File: config.mk
export PLATFORM = sky130hd
export DESIGN_NAME = keypad_emu
export DESIGN_NICKNAME = d
export VERILOG_FILES = /design/src/rtl/keypad_pkg.sv /design/src/rtl/keypad_emu_cnt.sv /design/src/rtl/keypad_emu.sv
export SDC_FILE = /design/constraint.sdc
export NUM_CORES = 1
export LEC_CHECK = 0
export BUFFER_PORTS_ARGS = -buffer_cell sky130_fd_sc_hd__buf_4
export CORE_ASPECT_RATIO = 1.1
export CORE_MARGIN = 3
export CORE_UTILIZATION = 59
export DETAILED_ROUTE_END_ITERATION = 10
export HOLD_SLACK_MARGIN = 0.06
export PLACE_DENSITY = 0.88
export SLEW_MARGIN = 15
export SYNTH_ARGS = -nofsm -noshare
export SYNTH_HDL_FRONTEND = slang
export SYNTH_SLANG_ARGS = --single-unit
File: constraint.sdc
create_clock -name clk -period 5.5 [get_ports clk]
set_clock_uncertainty 0.1 [all_clocks]
set_input_delay 0.55 -clock clk [delete_from_list [all_inputs] [get_ports clk]]
set_output_delay 0.55 -clock clk [all_outputs]
set_load 0.01 [all_outputs]
File: src/rtl/keypad_pkg.sv
// rtl/keypad_pkg.sv - shared state encoding and key-field helpers for the keypad emulator
package keypad_pkg;

   typedef enum logic [2:0] {
      IDLE       = 3'd0,
      HOLD       = 3'd1,
      GAP        = 3'd2
`ifdef KEYPAD_EMU_BOUNCE_EN
      ,
      BOUNCE_IN  = 3'd3,
      BOUNCE_OUT = 3'd4
`endif
   } state_t;

   localparam int KEY_FIELD_W = 2;
   localparam int KEY_ROW_LSB = 2;
   localparam int KEY_COL_LSB = 0;

   function automatic logic [KEY_FIELD_W-1:0] key_row(input logic [3:0] key);
      return key[KEY_ROW_LSB +: KEY_FIELD_W];
   endfunction

   function automatic logic [KEY_FIELD_W-1:0] key_col(input logic [3:0] key);
      return key[KEY_COL_LSB +: KEY_FIELD_W];
   endfunction

   function automatic int max_int(input int a, input int b);
      return (a > b) ? a : b;
   endfunction

endpackage

File: src/rtl/keypad_emu_cnt.sv
// rtl/keypad_emu_cnt.sv - loadable down-counter that times every emulator phase
module keypad_emu_cnt #(
   parameter int W = 16
) (
   input  logic         clk,
   input  logic         reset,
   input  logic         i_load,
   input  logic [W-1:0] i_value,
   output logic         o_zero
);

   logic [W-1:0] r_cnt;

   // Saturates at zero; every phase that needs it reloads on entry.
   always_ff @(posedge clk or negedge reset) begin
      if (!reset) begin
         r_cnt <= '0;
      end else if (i_load) begin
         r_cnt <= i_value;
      end else if (r_cnt != '0) begin
         r_cnt <= r_cnt - W'(1);
      end
   end

   assign o_zero = (r_cnt == '0);

endmodule

File: src/rtl/keypad_emu.sv
// rtl/keypad_emu.sv - matrix keypad contact emulator; contact bounce enabled by KEYPAD_EMU_BOUNCE_EN
module keypad_emu
   import keypad_pkg::*;
#(
   parameter int HOLD_W        = 16,
   parameter int GAP_CYCLES    = 8,
   parameter int BOUNCE_CYCLES = 6
) (
   input  logic              clk,
   input  logic              reset,
   input  logic              cmd_valid,
   output logic              cmd_ready,
   input  logic [3:0]        cmd_key,
   input  logic [HOLD_W-1:0] cmd_hold,
   input  logic [3:0]        col,
   output logic [3:0]        row,
   output logic              pressed,
   output logic              done
);

   localparam int CNT_W = max_int(HOLD_W, max_int($clog2(GAP_CYCLES + 1), $clog2(BOUNCE_CYCLES + 1)));
   localparam logic [CNT_W-1:0] GAP_LOAD = CNT_W'(GAP_CYCLES - 1);

   state_t           r_state;
   logic             r_ready;
   logic             r_done;
   logic             r_pressed;
   logic [3:0]       r_key;
   logic [3:0]       r_row;
   logic [3:0]       w_row_nxt;
   logic             w_contact;
   logic             w_load;
   logic             w_zero;
   logic [CNT_W-1:0] w_load_val;
   logic [CNT_W-1:0] w_hold_m1;

   // A zero hold still closes the contact for one cycle.
   assign w_hold_m1 = (cmd_hold == '0) ? '0 : CNT_W'(cmd_hold) - CNT_W'(1);

`ifdef KEYPAD_EMU_BOUNCE_EN
   localparam logic [CNT_W-1:0] BOUNCE_LOAD = CNT_W'(BOUNCE_CYCLES - 1);
   logic             r_phase;
   logic [CNT_W-1:0] r_hold_m1;

   assign w_contact = (r_state == HOLD) ||
                      (((r_state == BOUNCE_IN) || (r_state == BOUNCE_OUT)) && !r_phase);
`else
   assign w_contact = (r_state == HOLD);
`endif

   always_comb begin
      w_load     = 1'b0;
      w_load_val = '0;
      case (r_state)
         IDLE: begin
            if (cmd_valid && r_ready) begin
               w_load = 1'b1;
`ifdef KEYPAD_EMU_BOUNCE_EN
               w_load_val = BOUNCE_LOAD;
`else
               w_load_val = w_hold_m1;
`endif
            end
         end
`ifdef KEYPAD_EMU_BOUNCE_EN
         BOUNCE_IN: begin
            w_load     = w_zero;
            w_load_val = r_hold_m1;
         end
         HOLD: begin
            w_load     = w_zero;
            w_load_val = BOUNCE_LOAD;
         end
         BOUNCE_OUT: begin
            w_load     = w_zero;
            w_load_val = GAP_LOAD;
         end
`else
         HOLD: begin
            w_load     = w_zero;
            w_load_val = GAP_LOAD;
         end
`endif
         default: ;
      endcase
   end

   always_comb begin
      w_row_nxt = 4'b1111;
      if (w_contact && !col[key_col(r_key)]) begin
         w_row_nxt[key_row(r_key)] = 1'b0;
      end
   end

   keypad_emu_cnt #(.W(CNT_W)) u_cnt (
      .clk     (clk),
      .reset   (reset),
      .i_load  (w_load),
      .i_value (w_load_val),
      .o_zero  (w_zero)
   );

   always_ff @(posedge clk or negedge reset) begin
      if (!reset) begin
         r_state   <= IDLE;
         r_ready   <= 1'b1;
         r_done    <= 1'b0;
         r_key     <= '0;
         r_row     <= 4'b1111;
         r_pressed <= 1'b0;
`ifdef KEYPAD_EMU_BOUNCE_EN
         r_phase   <= 1'b0;
         r_hold_m1 <= '0;
`endif
      end else begin
         r_done    <= 1'b0;
         r_row     <= w_row_nxt;
         r_pressed <= w_contact;
`ifdef KEYPAD_EMU_BOUNCE_EN
         r_phase   <= ~r_phase;
`endif
         case (r_state)
            IDLE: begin
               if (cmd_valid && r_ready) begin
                  r_key   <= cmd_key;
                  r_ready <= 1'b0;
`ifdef KEYPAD_EMU_BOUNCE_EN
                  r_hold_m1 <= w_hold_m1;
                  r_phase   <= 1'b0;
                  r_state   <= BOUNCE_IN;
`else
                  r_state <= HOLD;
`endif
               end
            end
`ifdef KEYPAD_EMU_BOUNCE_EN
            BOUNCE_IN:  if (w_zero) r_state <= HOLD;
            HOLD: begin
               if (w_zero) begin
                  r_state <= BOUNCE_OUT;
                  r_phase <= 1'b0;
               end
            end
            BOUNCE_OUT: if (w_zero) r_state <= GAP;
`else
            HOLD:       if (w_zero) r_state <= GAP;
`endif
            GAP: begin
               if (w_zero) begin
                  r_state <= IDLE;
                  r_ready <= 1'b1;
                  r_done  <= 1'b1;
               end
            end
            default: r_state <= IDLE;
         endcase
      end
   end

   assign cmd_ready = r_ready;
   assign row       = r_row;
   assign pressed   = r_pressed;
   assign done      = r_done;

endmodule

==> results.cfg <==
[yosys]
async_reset_ff_share_pct = 100
synth-xor-area-share_pct = 10.0
synth_top_cell_by_area = dfrtp_1
synth_top_family_by_area = simple AND/OR/NAND/NOR gates
yosys-top-cells-area = dfrtp_1 33%, dfstp_2 7.2%, o22a_1 5.3%
yosys-top-cells-count = 25 x nor2_1, 24 x dfrtp_1, 23 x nand2_1, 11 x o22a_1, 11 x xnor2_1
synthMuxAreaShare_pct = 1.78
synth_most_common_cell = nor2_1
synth.distinct_cells = 44
synth-compound-area-share_pct = 13.4
synth_seq_cells = 29
synth_edf_count = 0
synthAdderAreaFrac_pct = 2.05
syn_area_sq_um = 1830
synth_top_area_share_pct = 32.8
syn_area_per_cell_sq_um = 9.07
yosysSeqAreaShare_pct = 40.0
synth_nets = 232
synth_cells = 202
synth_top_flop_cell = dfrtp_1
yosys_warnings = 0
synthSimpleGateAreaFrac_pct = 29.9

[floorplan]
dieArea_sq_um = 3810
initial_core_util_pct = 63.7
rows = 20
ios = 34
die_x_um = 59.1
die_h_um = 64.4
core-area_sq_um = 2880

[global_route]
grt_pass1_vias = 1617
overflow = 0
grt-busiest-layer = met2
grt_usage_pct = 25.2
globalRouteMet1Util_pct = 29.6
antenna_found_initial = 0
grt_pass1_wl_mm = 7.26
grt_max_degree = 30
grtUsageMet2_pct = 43.2
use_met3_pct = 5.38

[layout]
utilization_pct = 75.0
drive_gt1_share_pct = 23.4
syn2layout_area_growth_pct = 17.9
layout.cells.non_filler = 272
nets = 268
n_antenna_cell = 0

[flow_run]
maxCapViolCount = 0

[routing]
post-route-drc-count = 0
ant_nets = 0
vias_per_cell = 6.07
first_pass_iters = 4
wl_per_cell_um = 15.4
vias = 1651
drt-initial-drc-count = 74
drt_wl_total_mm = 4.18

[placement]
place_inst = 263
gp_congestion = 0.862
hpwl_mm = 3.22
io_buffer_count = 33

[min_path]
hold_start = cmd_key[1]
whs_endpoint = r_key[1]$_DFFE_PN0P_
hold_path.class = in2reg
min_path_cells = 3

[sta]
worst_slew_pin_slew_ns = 0.733
max_freq_mhz = 385
maxSlewHeadroom_pct = 50.8
rsz0062_at_grt = false
fin_crit_sh_pct = 47.2
final_hold_viol_count = 0
finalSetupViolations = 0
final.setup.tns_ns = 0
period_minus_slack_ns = 2.59
slew_violations = 0
holdWs_ns = 0.309

[critical_path]
crit_fanout = 11
crit_required_ns = 5.60
crit_path_start_kind = flip-flop
arrival_ns = 2.69
reg2reg_to = u_cnt.r_cnt[11]$_DFFE_PN0P_
r2r_cells = 5
cp-end-kind = flip-flop
reg2reg_slack_ns = 2.91
crit_type = reg2reg
reg2reg_from = u_cnt.r_cnt[5]$_DFFE_PN0P_

[cts]
cts.root.buffer_cell = clkbuf_4
cts_tree = done
cts_buffer_depth = 2
clk_latency_ns = 0.33
clkTransAtPathRegs_ns = 0.09
postCtsSetupBuffers = 0
clkSinkCount = 29
h-tree-depth = 2
cts_buffers = 5

[power]
power_leakage_nw = 0.890
peakVddDrop_mv = 0.225
p_per_area_nw_per_um2 = 375
power_uw = 810

[run_status]
status = completed
registers in the layout (all words and copies together) (netlist names):
name         flops
done             1
r_state          2
r_key            4
u_cnt.r_cnt     16
row              4
pressed          1
cmd_ready        1
critical path, stage by stage, from the launching register on:
cell     delay [ns]
dfrtp_1        0.42
nor3_1         0.50
nand4_1        0.41
o21ai_1        0.70
o22a_1         0.28
nor2_1         0.04
metrics by stage:
stage               setup WS (ns)  area [sq um]
detailed placement           2.93          2100
global route                 2.60          2160
global placement             2.92          2100
CTS                          2.96          2160
finish                       2.91          2160
floorplan                    3.32          1830
placed cells by master, fill, tap and decap left out, types with 2 or more instances in the layout:
cell / count
or4_1: 3
o31a_1: 2
or3b_1: 2
or4_4: 2
nand3_1: 5
nor3b_1: 2
xor2_1: 10
or3_1: 3
nor2_1: 25
or2_2: 2
nand2b_1: 2
dfrtp_1: 24
dfstp_2: 5
nor4_1: 7
buf_4: 33
a21oi_1: 6
ha_1: 3
xnor2_1: 11
o21ai_0: 3
nor3_1: 8
o22ai_1: 4
clkbuf_4: 5
nand2_1: 23
inv_1: 8
nor4_2: 3
nand4_1: 6
o22a_1: 11
clkinv_2: 2
cells by family after synthesis:
group,after synthesis
XOR/XNOR,21
adder cells (fa/ha/maj),3
AO/OA/AOI/OAI,34
multiplexers,2
AND/OR/NAND/NOR,100
buffers and inverters,13
flip-flops,29
cell type report:
class / instances / area, sq um
fillers: 226 / 718
multi-input cells: 160 / 1050
well taps: 33 / 41.3
repair buffers: 34 / 258
clock inverters: 2 / 10.0
inverters: 8 / 30.0
flip-flops and latches: 29 / 732
clock buffers: 6 / 41.3
report_power, final:
part           switching (mW)  internal [mW]
registers              0.0953          0.291
clock network          0.0715         0.0485
logic                   0.150          0.155
total                   0.316          0.494
metal layers:
metal / share of wire (%) / wire (um)
met5: 0 / 0
met4: 2.9 / 123
met3: 7.4 / 309
met2: 49 / 2050
met1: 41 / 1700
worst max path at each step:
stage	depth (start not counted)	startpoint	slack (ns)	to
finish	5	u_cnt.r_cnt[5]$_DFFE_PN0P_	2.91	u_cnt.r_cnt[11]$_DFFE_PN0P_
global route	5	u_cnt.r_cnt[5]$_DFFE_PN0P_	2.60	u_cnt.r_cnt[11]$_DFFE_PN0P_
CTS	5	u_cnt.r_cnt[5]$_DFFE_PN0P_	2.96	u_cnt.r_cnt[11]$_DFFE_PN0P_
detailed placement	8	cmd_hold[0]	2.93	u_cnt.r_cnt[5]$_DFFE_PN0P_
global placement	8	cmd_hold[0]	2.92	u_cnt.r_cnt[7]$_DFFE_PN0P_
floorplan	7	cmd_hold[0]	3.32	u_cnt.r_cnt[10]$_DFFE_PN0P_
timing repair:
action,CTS,global route
hold buffers,1,0
resized for setup,0,0
hold endpoints to repair,24,0
(Power assumes the default switching activity.)
